$ cat src/rtl/snake_pkg.sv
// Shared codes, bus field offsets and direction helpers for the snake game-state engine.
package snake_pkg;

  localparam logic [1:0] DIR_UP    = 2'd0;
  localparam logic [1:0] DIR_RIGHT = 2'd1;
  localparam logic [1:0] DIR_DOWN  = 2'd2;
  localparam logic [1:0] DIR_LEFT  = 2'd3;

  typedef enum logic [1:0] {
    STAGE_IDLE = 2'd0,
    STAGE_PLAY = 2'd2,
    STAGE_OVER = 2'd3
  } stage_t;

  localparam int BOARD_W = 40;
  localparam int BUS_W   = 488;

  // Bit offsets of each field inside snake_data, as decoded by the renderer
  localparam int FLD_TRAIL1 = 0;
  localparam int FLD_TRAIL2 = 100;
  localparam int FLD_HEAD1  = 200;
  localparam int FLD_HEAD2  = 232;
  localparam int FLD_LEN1   = 264;
  localparam int FLD_LEN2   = 296;
  localparam int FLD_STAGE  = 328;
  localparam int FLD_HEARTS = 456;

  localparam logic [6:0] HEARTS_FULL = 7'd100;
  localparam logic [5:0] INIT_LEN    = 6'd3;

  function automatic logic signed [11:0] dir_offset(input logic [1:0] d);
    case (d)
      DIR_UP:    dir_offset = -12'sd40;
      DIR_RIGHT: dir_offset = 12'sd1;
      DIR_DOWN:  dir_offset = 12'sd40;
      DIR_LEFT:  dir_offset = -12'sd1;
      default:   dir_offset = 12'sd0;
    endcase
  endfunction

  function automatic logic [1:0] dir_opposite(input logic [1:0] d);
    return d ^ 2'd2;
  endfunction

endpackage

$ cat src/rtl/snake_mover.sv
// One snake: button latch, heading, row/col/bus position, 50-entry trail and length.
module snake_mover
  import snake_pkg::*;
#(
  parameter int         INIT_ROW = 10,
  parameter int         INIT_COL = 10,
  parameter logic [1:0] INIT_DIR = DIR_RIGHT,
  parameter int         MAX_LEN  = 50
) (
  input  logic         clk,
  input  logic         init,
  input  logic         latch_en,
  input  logic         move,
  input  logic         grow,
  input  logic         btn_up,
  input  logic         btn_right,
  input  logic         btn_down,
  input  logic         btn_left,
  output logic         wall_hit,
  output logic [10:0]  next_pos,
  output logic [10:0]  pos,
  output logic [99:0]  trail,
  output logic [5:0]   len
);

  localparam logic [10:0] INIT_POS   = 11'(INIT_ROW * BOARD_W + INIT_COL);
  localparam logic [1:0]  INIT_TRAIL = INIT_DIR ^ 2'd2;

  logic [5:0]  row_r, col_r, next_row_s, next_col_s;
  logic [10:0] pos_r;
  logic [1:0]  heading_r, pending_r, mv_dir_s, opp_s;
  logic [99:0] trail_r;
  logic [5:0]  len_r;

  // Highest-priority pressed button wins, skipping the one that would reverse the snake
  always_comb begin
    opp_s = dir_opposite(heading_r);
    if (btn_up && (opp_s != DIR_UP)) begin
      mv_dir_s = DIR_UP;
    end else if (btn_right && (opp_s != DIR_RIGHT)) begin
      mv_dir_s = DIR_RIGHT;
    end else if (btn_down && (opp_s != DIR_DOWN)) begin
      mv_dir_s = DIR_DOWN;
    end else if (btn_left && (opp_s != DIR_LEFT)) begin
      mv_dir_s = DIR_LEFT;
    end else begin
      mv_dir_s = pending_r;
    end
  end

  // Wall test on the pre-move cell and the candidate next cell
  always_comb begin
    wall_hit   = 1'b0;
    next_row_s = row_r;
    next_col_s = col_r;
    case (mv_dir_s)
      DIR_UP: begin
        wall_hit   = (row_r == 6'd0);
        next_row_s = row_r - 6'd1;
      end
      DIR_DOWN: begin
        wall_hit   = (row_r == 6'd39);
        next_row_s = row_r + 6'd1;
      end
      DIR_RIGHT: begin
        wall_hit   = (col_r == 6'd39);
        next_col_s = col_r + 6'd1;
      end
      DIR_LEFT: begin
        wall_hit   = (col_r == 6'd0);
        next_col_s = col_r - 6'd1;
      end
      default: wall_hit = 1'b0;
    endcase
    next_pos = pos_r + 11'(dir_offset(mv_dir_s));
  end

  // Snake state: reinit, move one cell, or just latch the pending direction
  always_ff @(posedge clk) begin
    if (init) begin
      row_r     <= 6'(INIT_ROW);
      col_r     <= 6'(INIT_COL);
      pos_r     <= INIT_POS;
      heading_r <= INIT_DIR;
      pending_r <= INIT_DIR;
      trail_r   <= {50{INIT_TRAIL}};
      len_r     <= INIT_LEN;
    end else if (move) begin
      row_r     <= next_row_s;
      col_r     <= next_col_s;
      pos_r     <= next_pos;
      heading_r <= mv_dir_s;
      pending_r <= mv_dir_s;
      trail_r   <= {trail_r[97:0], dir_opposite(mv_dir_s)};
      if (grow && (len_r < 6'(MAX_LEN))) begin
        len_r <= len_r + 6'd1;
      end else begin
        len_r <= len_r;
      end
    end else if (latch_en) begin
      pending_r <= mv_dir_s;
    end else begin
      pending_r <= pending_r;
    end
  end

  assign pos   = pos_r;
  assign trail = trail_r;
  assign len   = len_r;

endmodule

$ cat src/rtl/snake_state_writer.sv
// Game-state engine: move tick, stage FSM, hearts timer, apple and the packed renderer bus.
module snake_state_writer
  import snake_pkg::*;
#(
  parameter int TICK_DIV   = 25_000_000,
  parameter int HEART_STEP = 1,
  parameter int APPLE_POS  = 425,
  parameter int MAX_LEN    = 50
) (
  input  logic             iVGA_CLK,
  input  logic             iRST,
  input  logic             iSTART,
  input  logic             up,
  input  logic             down,
  input  logic             left,
  input  logic             right,
  input  logic             up2,
  input  logic             down2,
  input  logic             left2,
  input  logic             right2,
  output logic [BUS_W-1:0] snake_data,
  output logic             oTICK
);

  stage_t      stage_r, stage_nxt_s;
  logic [31:0] cnt_r, cnt_nxt_s;
  logic [6:0]  hearts_r, hearts_nxt_s;
  logic        tick_r, tick_nxt_s;
  logic        playing_s, init_s, wrap_s, wall_s, move_s, eat1_s, eat2_s;
  logic        wall1_s, wall2_s;
  logic [10:0] next1_s, next2_s, pos1_s, pos2_s;
  logic [99:0] trail1_s, trail2_s;
  logic [5:0]  len1_s, len2_s;

  assign playing_s = (stage_r == STAGE_PLAY);
  assign init_s    = iRST || (!playing_s && iSTART);
  assign wrap_s    = playing_s && (cnt_r == 32'(TICK_DIV - 1));
  assign wall_s    = wall1_s || wall2_s;
  assign move_s    = wrap_s && !wall_s;
  assign eat1_s    = (next1_s == 11'(APPLE_POS));
  assign eat2_s    = (next2_s == 11'(APPLE_POS));

  snake_mover #(
    .INIT_ROW(10), .INIT_COL(10), .INIT_DIR(DIR_RIGHT), .MAX_LEN(MAX_LEN)
  ) u_snake1 (
    .clk(iVGA_CLK), .init(init_s), .latch_en(playing_s), .move(move_s), .grow(eat1_s),
    .btn_up(up), .btn_right(right), .btn_down(down), .btn_left(left),
    .wall_hit(wall1_s), .next_pos(next1_s), .pos(pos1_s), .trail(trail1_s), .len(len1_s)
  );

  snake_mover #(
    .INIT_ROW(30), .INIT_COL(29), .INIT_DIR(DIR_LEFT), .MAX_LEN(MAX_LEN)
  ) u_snake2 (
    .clk(iVGA_CLK), .init(init_s), .latch_en(playing_s), .move(move_s), .grow(eat2_s),
    .btn_up(up2), .btn_right(right2), .btn_down(down2), .btn_left(left2),
    .wall_hit(wall2_s), .next_pos(next2_s), .pos(pos2_s), .trail(trail2_s), .len(len2_s)
  );

  // Stage, tick counter and hearts next-state; a wall hit freezes the frame without a tick
  always_comb begin
    stage_nxt_s  = stage_r;
    cnt_nxt_s    = cnt_r;
    hearts_nxt_s = hearts_r;
    tick_nxt_s   = 1'b0;
    case (stage_r)
      STAGE_IDLE, STAGE_OVER: begin
        if (iSTART) begin
          stage_nxt_s  = STAGE_PLAY;
          cnt_nxt_s    = 32'd0;
          hearts_nxt_s = HEARTS_FULL;
        end else begin
          stage_nxt_s = stage_r;
        end
      end
      STAGE_PLAY: begin
        if (wrap_s) begin
          cnt_nxt_s = 32'd0;
        end else begin
          cnt_nxt_s = cnt_r + 32'd1;
        end
        if (wrap_s && wall_s) begin
          stage_nxt_s = STAGE_OVER;
        end else if (move_s) begin
          tick_nxt_s = 1'b1;
          if (eat1_s || eat2_s) begin
            hearts_nxt_s = HEARTS_FULL;
          end else if (hearts_r <= 7'(HEART_STEP)) begin
            hearts_nxt_s = 7'd0;
            stage_nxt_s  = STAGE_OVER;
          end else begin
            hearts_nxt_s = hearts_r - 7'(HEART_STEP);
          end
        end else begin
          stage_nxt_s = stage_r;
        end
      end
      default: stage_nxt_s = STAGE_IDLE;
    endcase
  end

  // Top-level state registers
  always_ff @(posedge iVGA_CLK) begin
    if (iRST) begin
      stage_r  <= STAGE_IDLE;
      cnt_r    <= 32'd0;
      hearts_r <= HEARTS_FULL;
      tick_r   <= 1'b0;
    end else begin
      stage_r  <= stage_nxt_s;
      cnt_r    <= cnt_nxt_s;
      hearts_r <= hearts_nxt_s;
      tick_r   <= tick_nxt_s;
    end
  end

  // Bus packing straight from registers; unlisted fields (head indices, spare) stay zero
  always_comb begin
    snake_data                       = '0;
    snake_data[FLD_TRAIL1 +: 100]    = trail1_s;
    snake_data[FLD_TRAIL2 +: 100]    = trail2_s;
    snake_data[FLD_HEAD1  +: 32]     = {21'd0, pos1_s};
    snake_data[FLD_HEAD2  +: 32]     = {21'd0, pos2_s};
    snake_data[FLD_LEN1   +: 32]     = {26'd0, len1_s};
    snake_data[FLD_LEN2   +: 32]     = {26'd0, len2_s};
    snake_data[FLD_STAGE  +: 32]     = {30'd0, stage_r};
    snake_data[FLD_HEARTS +: 32]     = {25'd0, hearts_r};
  end

  assign oTICK = tick_r;

endmodule

$ cat config.mk
export PLATFORM = sky130hd
export DESIGN_NAME = snake_state_writer
export DESIGN_NICKNAME = d
export VERILOG_FILES = /design/src/rtl/snake_pkg.sv /design/src/rtl/snake_mover.sv /design/src/rtl/snake_state_writer.sv
export SDC_FILE = /design/constraint.sdc
export NUM_CORES = 1
export LEC_CHECK = 0
export CAP_MARGIN = 5
export CORE_AREA = 5 5 193 195
export CTS_BUF_LIST = sky130_fd_sc_hd__clkbuf_2 sky130_fd_sc_hd__clkbuf_4 sky130_fd_sc_hd__clkbuf_8
export DETAILED_ROUTE_END_ITERATION = 6
export DIE_AREA = 0 0 198 200
export PLACE_DENSITY_LB_ADDON = 0.2
export SLEW_MARGIN = 30
export SYNTH_ARGS = -nofsm -noshare
export SYNTH_HDL_FRONTEND = slang
export SYNTH_SLANG_ARGS = --single-unit
$ cat constraint.sdc
create_clock -name iVGA_CLK -period 11.3 [get_ports iVGA_CLK]
set_input_delay 2.26 -clock iVGA_CLK [delete_from_list [all_inputs] [get_ports iVGA_CLK]]
set_output_delay 2.26 -clock iVGA_CLK [all_outputs]
set_load 0.05 [all_outputs]
# After elaboration in Yosys (flattened, before gate mapping)
# Index checks and enable logic that the tools add are counted.
[totals]
out_inout_bits = 489
regBits = 308
in_bits = 11
[classes]
n_lt_le_gt_ge = 3
reduce_logical = 45
bitwise_logic = 5
muxes = 36
n_eq_ne = 27
n_addsub = 14
[op_table]
columns = ["op", "n"]
rows = [
  ["11-bit case mux with 4 select lines", 2],
  ["32-bit two-way mux", 2],
  ["32-bit case mux with 2 select lines", 1],
  ["6-bit case mux with 2 select lines", 4],
  ["6-bit by 1-bit adder with 6-bit output (second input constant)", 6],
  ["7-bit two-way mux", 5],
  ["2-bit two-way mux", 17],
  ["32-bit by 1-bit adder with 32-bit output (second input constant)", 1],
  ["32-bit by 25-bit equality test with 1-bit output (second input constant)", 1],
  ["6-bit equality test (second input constant)", 4],
  ["6-bit zero test", 4],
  ["6-bit by 1-bit subtractor with 6-bit output (second input constant)", 4],
  ["11-bit adder", 2],
  ["11-bit by 9-bit equality test with 1-bit output (second input constant)", 2],
  ["2-bit nonzero test", 8],
  ["1-bit logical AND", 14],
  ["7-bit case mux with 2 select lines", 1],
  ["2-bit AND reduction", 7],
  ["2-bit equality test (second input constant)", 6],
  ["6-bit < comparator (second input constant)", 2],
  ["2-bit inequality test (second input constant)", 6],
  ["1-bit case mux with 4 select lines", 2],
  ["4-bit AND reduction", 2],
  ["7-bit by 1-bit less-or-equal comparator with 1-bit output (second input constant)", 1],
  ["other kinds (13)", 26],
]

# Logic depth before layout (Yosys ltp)
# Gate-level depths: netlist (run 1).
[logic_depth]
word_depth = 16
depth_mapped = 20
depth_no_buf = 18

# Modules after synthesis
# From an unflattened synthesis (run 1), not the netlist that was laid out.
[hier_totals]
hier_cells = 1821
area_unflattened_um2 = 16397.0
[modules_own_cells]
columns = ["module", "area_each_um2", "instances", "seq_area_each_um2", "cells_each"]
rows = [
  ["snake_mover at u_snake1", 6085.8, 1, 2642.5, 635],
  ["snake_mover at u_snake2", 6009.5, 1, 2642.5, 638],
  ["snake_state_writer", 4301.6, 1, 840.8, 548],
]

# Worst setup path after synthesis (run 1)
# No wires, ideal clock.
[synth_timing]
kind = "input -> register"
from = "in left"
to = "reg u_snake1.len_r[4] (netlist: u_snake1.len[4])"
n_path_buf = 2
arrival_ns = 6.220
path_slack_ns = 4.960
stages = 19
path_cell_list = "nor2b_1 > nor2_1 > o22a_1 > a32o_1 > clkbuf_1 > inv_1 > ha_1 > buf_2 > xor2_1 > ha_1 > o21a_1 > o211a_1 > or3_4 > a2111oi_4 > o2111ai_1 > or4_4 > nor3_4 > nand4_1 > mux2i_1"
[synth_between]
elab_chain_len = 11
word_cells_on_any_way = 18
cone_classes = "add/sub (1); eq/ne (4); mux (6); reduce/logical (7)"
[synth_lines]
columns = ["element", "line", "source"]
rows = [
  ["start: declaration", "snake_state_writer.sv:15", "input logic left,"],
  ["1-bit logical AND (*)", "snake_mover.sv:44", "end else if (btn_left && (opp_s != DIR_LEFT)) begin"],
  ["2-bit two-way mux (*)", "snake_mover.sv:44", ""],
  ["2-bit two-way mux (*)", "snake_mover.sv:42", "end else if (btn_down && (opp_s != DIR_DOWN)) begin"],
  ["2-bit two-way mux (*)", "snake_mover.sv:40", "end else if (btn_right && (opp_s != DIR_RIGHT)) begin"],
  ["2-bit two-way mux (*)", "snake_mover.sv:38", "if (btn_up && (opp_s != DIR_UP)) begin"],
  ["net u_snake1.mv_dir_s[0]", "snake_mover.sv:31", "logic [1:0] heading_r, pending_r, mv_dir_s, opp_s;"],
  ["2-bit equality test, or another cell as far along", "snake_pkg.sv:32, snake_mover.sv:56", ""],
  ["11-bit case mux with 4 select lines / 1-bit case mux with 4 select lines (equally long branches)", "snake_pkg.sv:32, snake_mover.sv:56", ""],
  ["11-bit adder / 1-bit logical OR (equally long branches)", "snake_mover.sv:75, snake_state_writer.sv:38", ""],
  ["11-bit by 9-bit equality test with 1-bit output / 1-bit zero test (equally long branches)", "snake_state_writer.sv:40, snake_state_writer.sv:39", ""],
  ["1-bit logical AND (on tied branches)", "snake_mover.sv:95, snake_state_writer.sv:39", ""],
  ["2-bit AND reduction (no source line) (*)", "--", ""],
  ["end signal: assignment", "snake_mover.sv:96", "len_r <= len_r + 6'd1;"],
  ["end signal: assignment", "snake_mover.sv:98", "len_r <= len_r;"],
  ["end: declaration", "snake_mover.sv:33", "logic [5:0] len_r;"],
]
# The timed path passes the listed nets; every way through them passes the cells marked *.
# A chain may end at the register's enable or synchronous reset.

# Worst setup path after layout (run 1)
[layout_timing]
from = "in left"
to = "reg u_snake1.len_r[1] (netlist: u_snake1.len[1])"
# Same word-level chain as after synthesis.

==> results of run 1 <==
[final cells by class]
type | count | area share [%]
clock buffers | 87 | 5.94
clock inverters | 7 | 0.240
inverters | 43 | 0.884
multi-input cells | 1472 | 41.7
flip-flops and latches | 306 | 33.5
well taps | 461 | 3.16
repair buffers | 265 | 14.6
[metal layers]
metal | wire (µm) | part of all wire (%) | vias up | global-route usage [%]
met4 | 914 | 2.3 | 2 | 5.53
met1 | 16200 | 41 | 5812 | 22.6
li1 | - | - | 6313 | -
met3 | 4050 | 10 | 64 | 7.23
met5 | 11 | 0.028 | - | 0
met2 | 18200 | 46 | 405 | 29.5
[state kept, by name (all words and copies together) (netlist names), 2 cells and up]
signal	cells
u_snake1.pending_r	2
u_snake1.len	6
u_snake2.pos	11
u_snake2.pending_r	2
u_snake1.row_r	6
u_snake2.row_r	6
u_snake1.pos	11
u_snake2.len	6
cnt_r	32
u_snake2.trail	100
u_snake1.col_r	6
u_snake1.trail	100
u_snake2.col_r	6
stage_r	2
hearts_r	7
[worst paths after layout]
kind | to | start | cells past startpoint
worst max-delay path | u_snake1.len[1] | left | 18
worst min register to register | u_snake2.trail[11] | u_snake2.trail[9] | 2
worst min-delay path | u_snake2.trail[11] | u_snake2.trail[9] | 2
worst max register to register | u_snake1.len[1] | u_snake1.trail[0] | 17
[worst max-delay path, stage by stage]
cell             delay [ns]
clkdlybuf4s50_1        0.48
nor2b_1                0.18
nor2_1                 0.06
o22a_1                 0.19
a32o_1                 0.35
inv_1                  0.19
ha_1                   0.52
xor2_1                 0.13
ha_1                   0.25
o21a_1                 0.18
o211a_1                0.22
or3_4                  0.35
a2111oi_4              0.35
o2111ai_1              0.20
or4_4                  0.58
nor3_4                 0.31
mux2i_1                0.24
nand2_1                0.07
[cells by family (layout without fill, tap and decap cells)]
| group | Yosys count | after routing | synth area share [%] |
|---|---|---|---|
| and+or+nand+nor | 861 | 861 | 25.0 |
| other | 1 | 245 | 0.0248 |
| DFF | 306 | 306 | 40.4 |
| xor gates and xnor gates | 74 | 74 | 4.28 |
| muxes | 14 | 14 | 0.942 |
| adders and majority gates | 56 | 56 | 4.87 |
| buffers and inverters | 377 | 402 | 15.5 |
| AOI/OAI and AO/OA | 222 | 222 | 8.90 |
[cell usage after synthesis, types with 5 or more instances]
library cell	number	share of area, %
buf_4	247	12
or3_1	12	0.50
mux2i_1	12	0.79
nand3_1	173	5.7
o211ai_1	16	0.79
xnor2_1	35	2.0
nand4_1	18	0.74
ha_1	51	4.2
nand2_1	487	12
nand2b_1	8	0.33
a21o_1	14	0.69
dfxtp_1	306	40
fa_1	5	0.66
nor3b_1	5	0.25
a31oi_1	9	0.37
xor2_1	39	2.3
o21ai_0	38	1.3
clkbuf_1	78	1.9
nor3_1	11	0.36
nor4_1	9	0.37
a21oi_1	106	3.5
nor2_1	93	2.3
inv_1	43	1.1
buf_2	5	0.17
and3_1	14	0.58
[cell usage in the layout, fill, tap and decap left out, drive strengths merged, types with 4 or more instances in the layout]
master	n
nand2	487
inv	44
nor3	12
nand4	18
or3	13
o21bai	4
clkbuf	87
nand3	173
nor3b	6
dfxtp	306
xnor2	35
buf	11
a21oi	106
a31oi	9
a21o	14
a211oi	4
clkdlybuf4s50	254
ha	51
fa	5
and3	14
conb	245
mux2i	12
o211ai	16
o21a	4
nor4b	5
nor4	9
o21ai	39
xor2	39
nand3b	4
nor2	93
clkinv	5
nand2b	8
[per-stage QoR]
| step | total power, mW | hold WS, ns | area [µm²] |
|---|---|---|---|
| 6_report | 2.61 | 0.453 | 18300 |
| 3_3_place_gp | 1.57 | 0.446 | 17100 |
| 5_1_grt | 2.73 | 0.471 | 18300 |
| 2_1_floorplan | 1.57 | 0.444 | 16100 |
| 3_5_place_dp | 1.57 | 0.448 | 17100 |
| 4_1_cts | 2.65 | 0.457 | 18200 |
[power breakdown]
group,internal [mW],leakage (nW),switching [mW]
logic,0.0876,5.00,0.371
registers,1.09,2.47,0.00653
clock network,0.604,0.605,0.455
==> impl_metrics.tcl, run 1 <==
set metrics [dict create \
    start_util_pct 43.0 \
    final_cells 2641 \
    postSynthCellCount 1911 \
    ys_warn_count 0 \
    worstSetupEndpointType "flip-flop" \
    grtUsageTotal_pct 18.2 \
    synthArstFlopShare_pct 0 \
    drive_above_1_share_pct 5.60 \
    routed_wl_mm 39.4 \
    critPathMaxFanout 14 \
    ys_seq_area_share_pct 40.4 \
    grt_setup_unrepaired "false" \
    r2r_setup_slack_ns 6.33 \
    cp.required_ns 11.76 \
    finalCriticalPeriod_ns 6.67 \
    clk_latency_ns 0.61 \
    io_pins 500 \
    ctsHoldBuffers 0 \
    tns_ns 0 \
    areaGrowthSynthToFinish_pct 20.6 \
    core_um2 35200 \
    cts.sinks 306 \
    ys_seq_elements 306 \
    drc 0 \
    p_per_area_nw_per_um2 143 \
    dieWidth_um 198 \
    grt_pass1_vias 11600 \
    grt_pass1_wl_mm 60.2 \
    worstPathArrival_ns 7.13 \
    layout.nets 2209 \
    seqCellArea_um2 6130 \
    ant_nets 0 \
    finalWeightedCongestion 0.820 \
    post-place-cells 2546 \
    maxSlewHeadroom_pct 42.3 \
    synth_edf_count 0 \
    grt-ovfl-total 0 \
    grt_max_degree 211 \
    fin_ws_ns 4.63 \
    maxCapViolCount 0 \
    htreeDepth 2 \
    dr_total_vias 12600 \
    critPathKind "in -> reg" \
    drt_iter0_drc 699 \
    clock-root-buffer "clkbuf_8" \
    setup_viol 0 \
    ir_drop_uv 115 \
    max-clock-path-buffers 3 \
    fin_util_pct 51.9 \
    multiInputGateArea_um2 7610 \
    timing.fmax_ghz 0.150 \
    start_kind "primary input" \
    fillers 3383 \
    antenna_found_initial 1 \
    die_y_um 200 \
    synth_cell_types 66 \
    syn_avg_cell_area_um2 7.93 \
    dp_slack_ns 4.04 \
    status "complete, no violations" \
    synth_area_um2 15100 \
    dp_hpwl_mm 27.0 \
    leakage_nw 8.08 \
    slew_violations 0 \
    finClkSkew_ns 0.0289 \
    dr.pass1.iters 5 \
    rows 69 \
    io_buffers 254 \
    wl_per_cell_um 14.9 \
    n_antenna_cell 0 \
    period_share_pct 59.0 \
    viasPerCell 4.77 \
    min_path_type "reg -> reg" \
    worstMarginPinSlew_ns 0.865 \
    dominantRegCellSynth "dfxtp_1" \
    postCtsSetupBuffers 0 \
    dieArea_um2 39600 \
    cts_resized 0 \
    cts_inserted_buffers 54 \
    finalHoldViolCount 0 \
    cts_tree "yes" \
    clkSlewWorstSetupHoldPaths_ns 0.06 \
]
Note: power is estimated with default switching activity, not from simulation.
==> inputs of run 2 (changes only) <==
--- a/config.mk
+++ b/config.mk
@@ -6,10 +6,11 @@
 export NUM_CORES = 1
 export LEC_CHECK = 0
 export CAP_MARGIN = 5
-export CORE_AREA = 5 5 193 195
+export CORE_ASPECT_RATIO = 1.5
+export CORE_MARGIN = 5
+export CORE_UTILIZATION = 43
 export CTS_BUF_LIST = sky130_fd_sc_hd__clkbuf_2 sky130_fd_sc_hd__clkbuf_4 sky130_fd_sc_hd__clkbuf_8
 export DETAILED_ROUTE_END_ITERATION = 6
-export DIE_AREA = 0 0 198 200
 export PLACE_DENSITY_LB_ADDON = 0.2
 export SLEW_MARGIN = 30
 export SYNTH_ARGS = -nofsm -noshare
==> constraint.sdc (replaced) <==
create_clock -name iVGA_CLK -period 6.1 [get_ports iVGA_CLK]
set_input_delay 1.22 -clock iVGA_CLK [delete_from_list [all_inputs] [get_ports iVGA_CLK]]
set_output_delay 1.22 -clock iVGA_CLK [all_outputs]
set_load 0.05 [all_outputs]
==> run 2 against run 1 <==
  * Routed wire length rose by 2.6%
  * Non-clock buffer count rose by 5
  * Core utilization rose by 0.15 points
  * Critical path type unchanged
  * Highest routed layer is now met4
==> impl_metrics.tcl, run 2 (synthesis gave the netlist of run 1 again) <==
set metrics [dict create \
    post-place-cells 2564 \
    grt_max_degree 133 \
    mostFrequentLayoutCell "nand2_1" \
    clkSlewWorstSetupHoldPaths_ns 0.06 \
    crit_buf_inv 2 \
    grt_pass1_wl_mm 61.5 \
    tns_ns 0 \
    place_area_um2 17200 \
    dp_hpwl_mm 29.1 \
    fillers 3406 \
    path_cells "clkdlybuf4s50_1 -> nor2b_1 -> nor2_1 -> o22a_1 -> a32o_1 -> inv_1 -> ha_1 -> xor2_1 -> ha_1 -> o21a_1 -> o211a_1 -> or3_4 -> a2111oi_4 -> o2111ai_1 -> or4_4 -> nor3_4 -> a21oi_1 -> o21a_1" \
    drive_above_1_share_pct 5.25 \
    min_path_type "reg -> reg" \
    n_antenna_cell 0 \
    drt_iter0_drc 642 \
    slew_violations 0 \
    hold_path_depth 2 \
    ctsHoldBuffers 0 \
    finClkSkew_ns 0.0251 \
    viasPerCell 4.83 \
    io_buffers 254 \
    comb_power_share_pct 18.3 \
    critPathKind "in -> reg" \
    leakage_nw 8.05 \
    crit_path_max_incr_delay_ns 0.59 \
    worstMarginPinSlew_ns 0.885 \
    period_share_pct 88.2 \
    layout.nets 2207 \
    p_total_mw 4.71 \
    finalHoldViolCount 0 \
    grt_pass1_vias 11700 \
    areaGrowthSynthToFinish_pct 20.2 \
    p_per_area_nw_per_um2 259 \
    dr_total_vias 12800 \
    start_kind "primary input" \
    critPathMaxFanout 8 \
    grtUsageTotal_pct 19.2 \
    cp.depth 18 \
    cp.required_ns 6.55 \
    status "complete, no violations" \
    clock-root-buffer "clkbuf_8" \
    drc 0 \
    maxSlewHeadroom_pct 41.0 \
    finalWeightedCongestion 0.869 \
    p_switching_mw 1.50 \
    max-clock-path-buffers 3 \
    antenna_found_initial 0 \
    switching_share_pct 31.9 \
    r2r_cells 17 \
    ir_drop_uv 158 \
    design_area_um2 18200 \
    ant_nets 0 \
    cts.sinks 306 \
    postCtsSetupBuffers 0 \
    worstSetupEndpointType "flip-flop" \
    pwr-share-clk_pct 38.6 \
    dieArea_um2 39200 \
    clk_latency_ns 0.57 \
    io_pins 500 \
    seq_power_share_pct 43.0 \
    worstPathArrival_ns 5.83 \
    final_cells 2645 \
    finalCriticalPeriod_ns 5.38 \
    cts_tree "yes" \
    routed_wl_mm 40.4 \
    cts_resized 0 \
    core_um2 35000 \
    internal-power_mw 3.20 \
    cts_inserted_buffers 47 \
    htreeDepth 2 \
    maxCapViolCount 0 \
    grt-ovfl-total 0 \
    path_delay_family "compound AO/OA/AOI/OAI gates" \
    cpMaxStageDelayCell "or4_4" \
    wl_per_cell_um 15.3 \
    die_y_um 240 \
    setup_viol 0 \
    grt_setup_unrepaired "false" \
    rows 84 \
    fin_util_pct 52.0 \
    start_util_pct 43.3 \
    timing.fmax_ghz 0.186 \
    final_cell_mix "nand2_1, dfxtp_1, clkdlybuf4s50_1, conb_1, nand3_1" \
    dr.pass1.iters 5 \
    dieWidth_um 163 \
]
-- run 2: cell count changes in the layout (fill, tap and decap cells not counted), sizes merged --
cell | previous run | this run
clkinvlp | 1 | 0
inv | 44 | 43
clkinv | 5 | 6
bufinv | 0 | 1
clkbuf | 87 | 74
buf | 11 | 16
-- run 2: power by group through the flow --
stage                     registers [mW]  clock network, mW  logic, mW
after detailed placement            2.07                  0      0.851
final                               2.03               1.82      0.862
after CTS                           2.03               1.88      0.854
after floorplan                     2.09                  0      0.823
after global placement              2.07                  0      0.840
after global routing                2.03               1.97      0.920
-- run 2: layout make-up --
cell class	instances	area [µm²]	share of cell area [%]
multi-input combinational	1472	7610	41.8
sequential	306	6130	33.7
timing repair buffer	270	2700	14.8
clock buffer	74	950	5.22
tap	473	592	3.25
inverter	43	161	0.887
clock inverter	7	60.1	0.330
-- run 2: per-layer routing --
metal | GRT usage [%] | routed length, µm | part of all wire, % | vias to the layer above
li1 | - | - | - | 6303
met1 | 21.2 | 15000 | 37 | 5955
met2 | 35.6 | 21100 | 52 | 442
met3 | 4.72 | 3100 | 7.7 | 78
met4 | 6.28 | 1160 | 2.9 | 0
met5 | 0 | 0 | 0 | -
-- run 2: path summary, 6_finish.rpt --
check | end | slack [ns] | start
hold / removal | u_snake2.trail[99] | 0.46 | u_snake2.trail[99]
setup reg to reg | u_snake1.len[3] | 1.38 | u_snake1.trail[0]
setup / recovery | u_snake1.len[3] | 0.72 | left
hold reg to reg | u_snake2.trail[99] | 0.46 | u_snake2.trail[99]
-- run 2: tightest hold or removal path, stage by stage, from the launching register on --
cell and delay, ns:
dfxtp_1 0.31, nand2_1 0.05, a21oi_1 0.05
-- run 2: stage by stage --
step / setup slack [ns] / hold WS, ns
3_3_place_gp: 0.290 / 0.442
2_1_floorplan: 0.800 / 0.444
4_1_cts: 0.816 / 0.458
5_1_grt: 0.322 / 0.482
3_5_place_dp: 0.189 / 0.450
6_report: 0.722 / 0.458
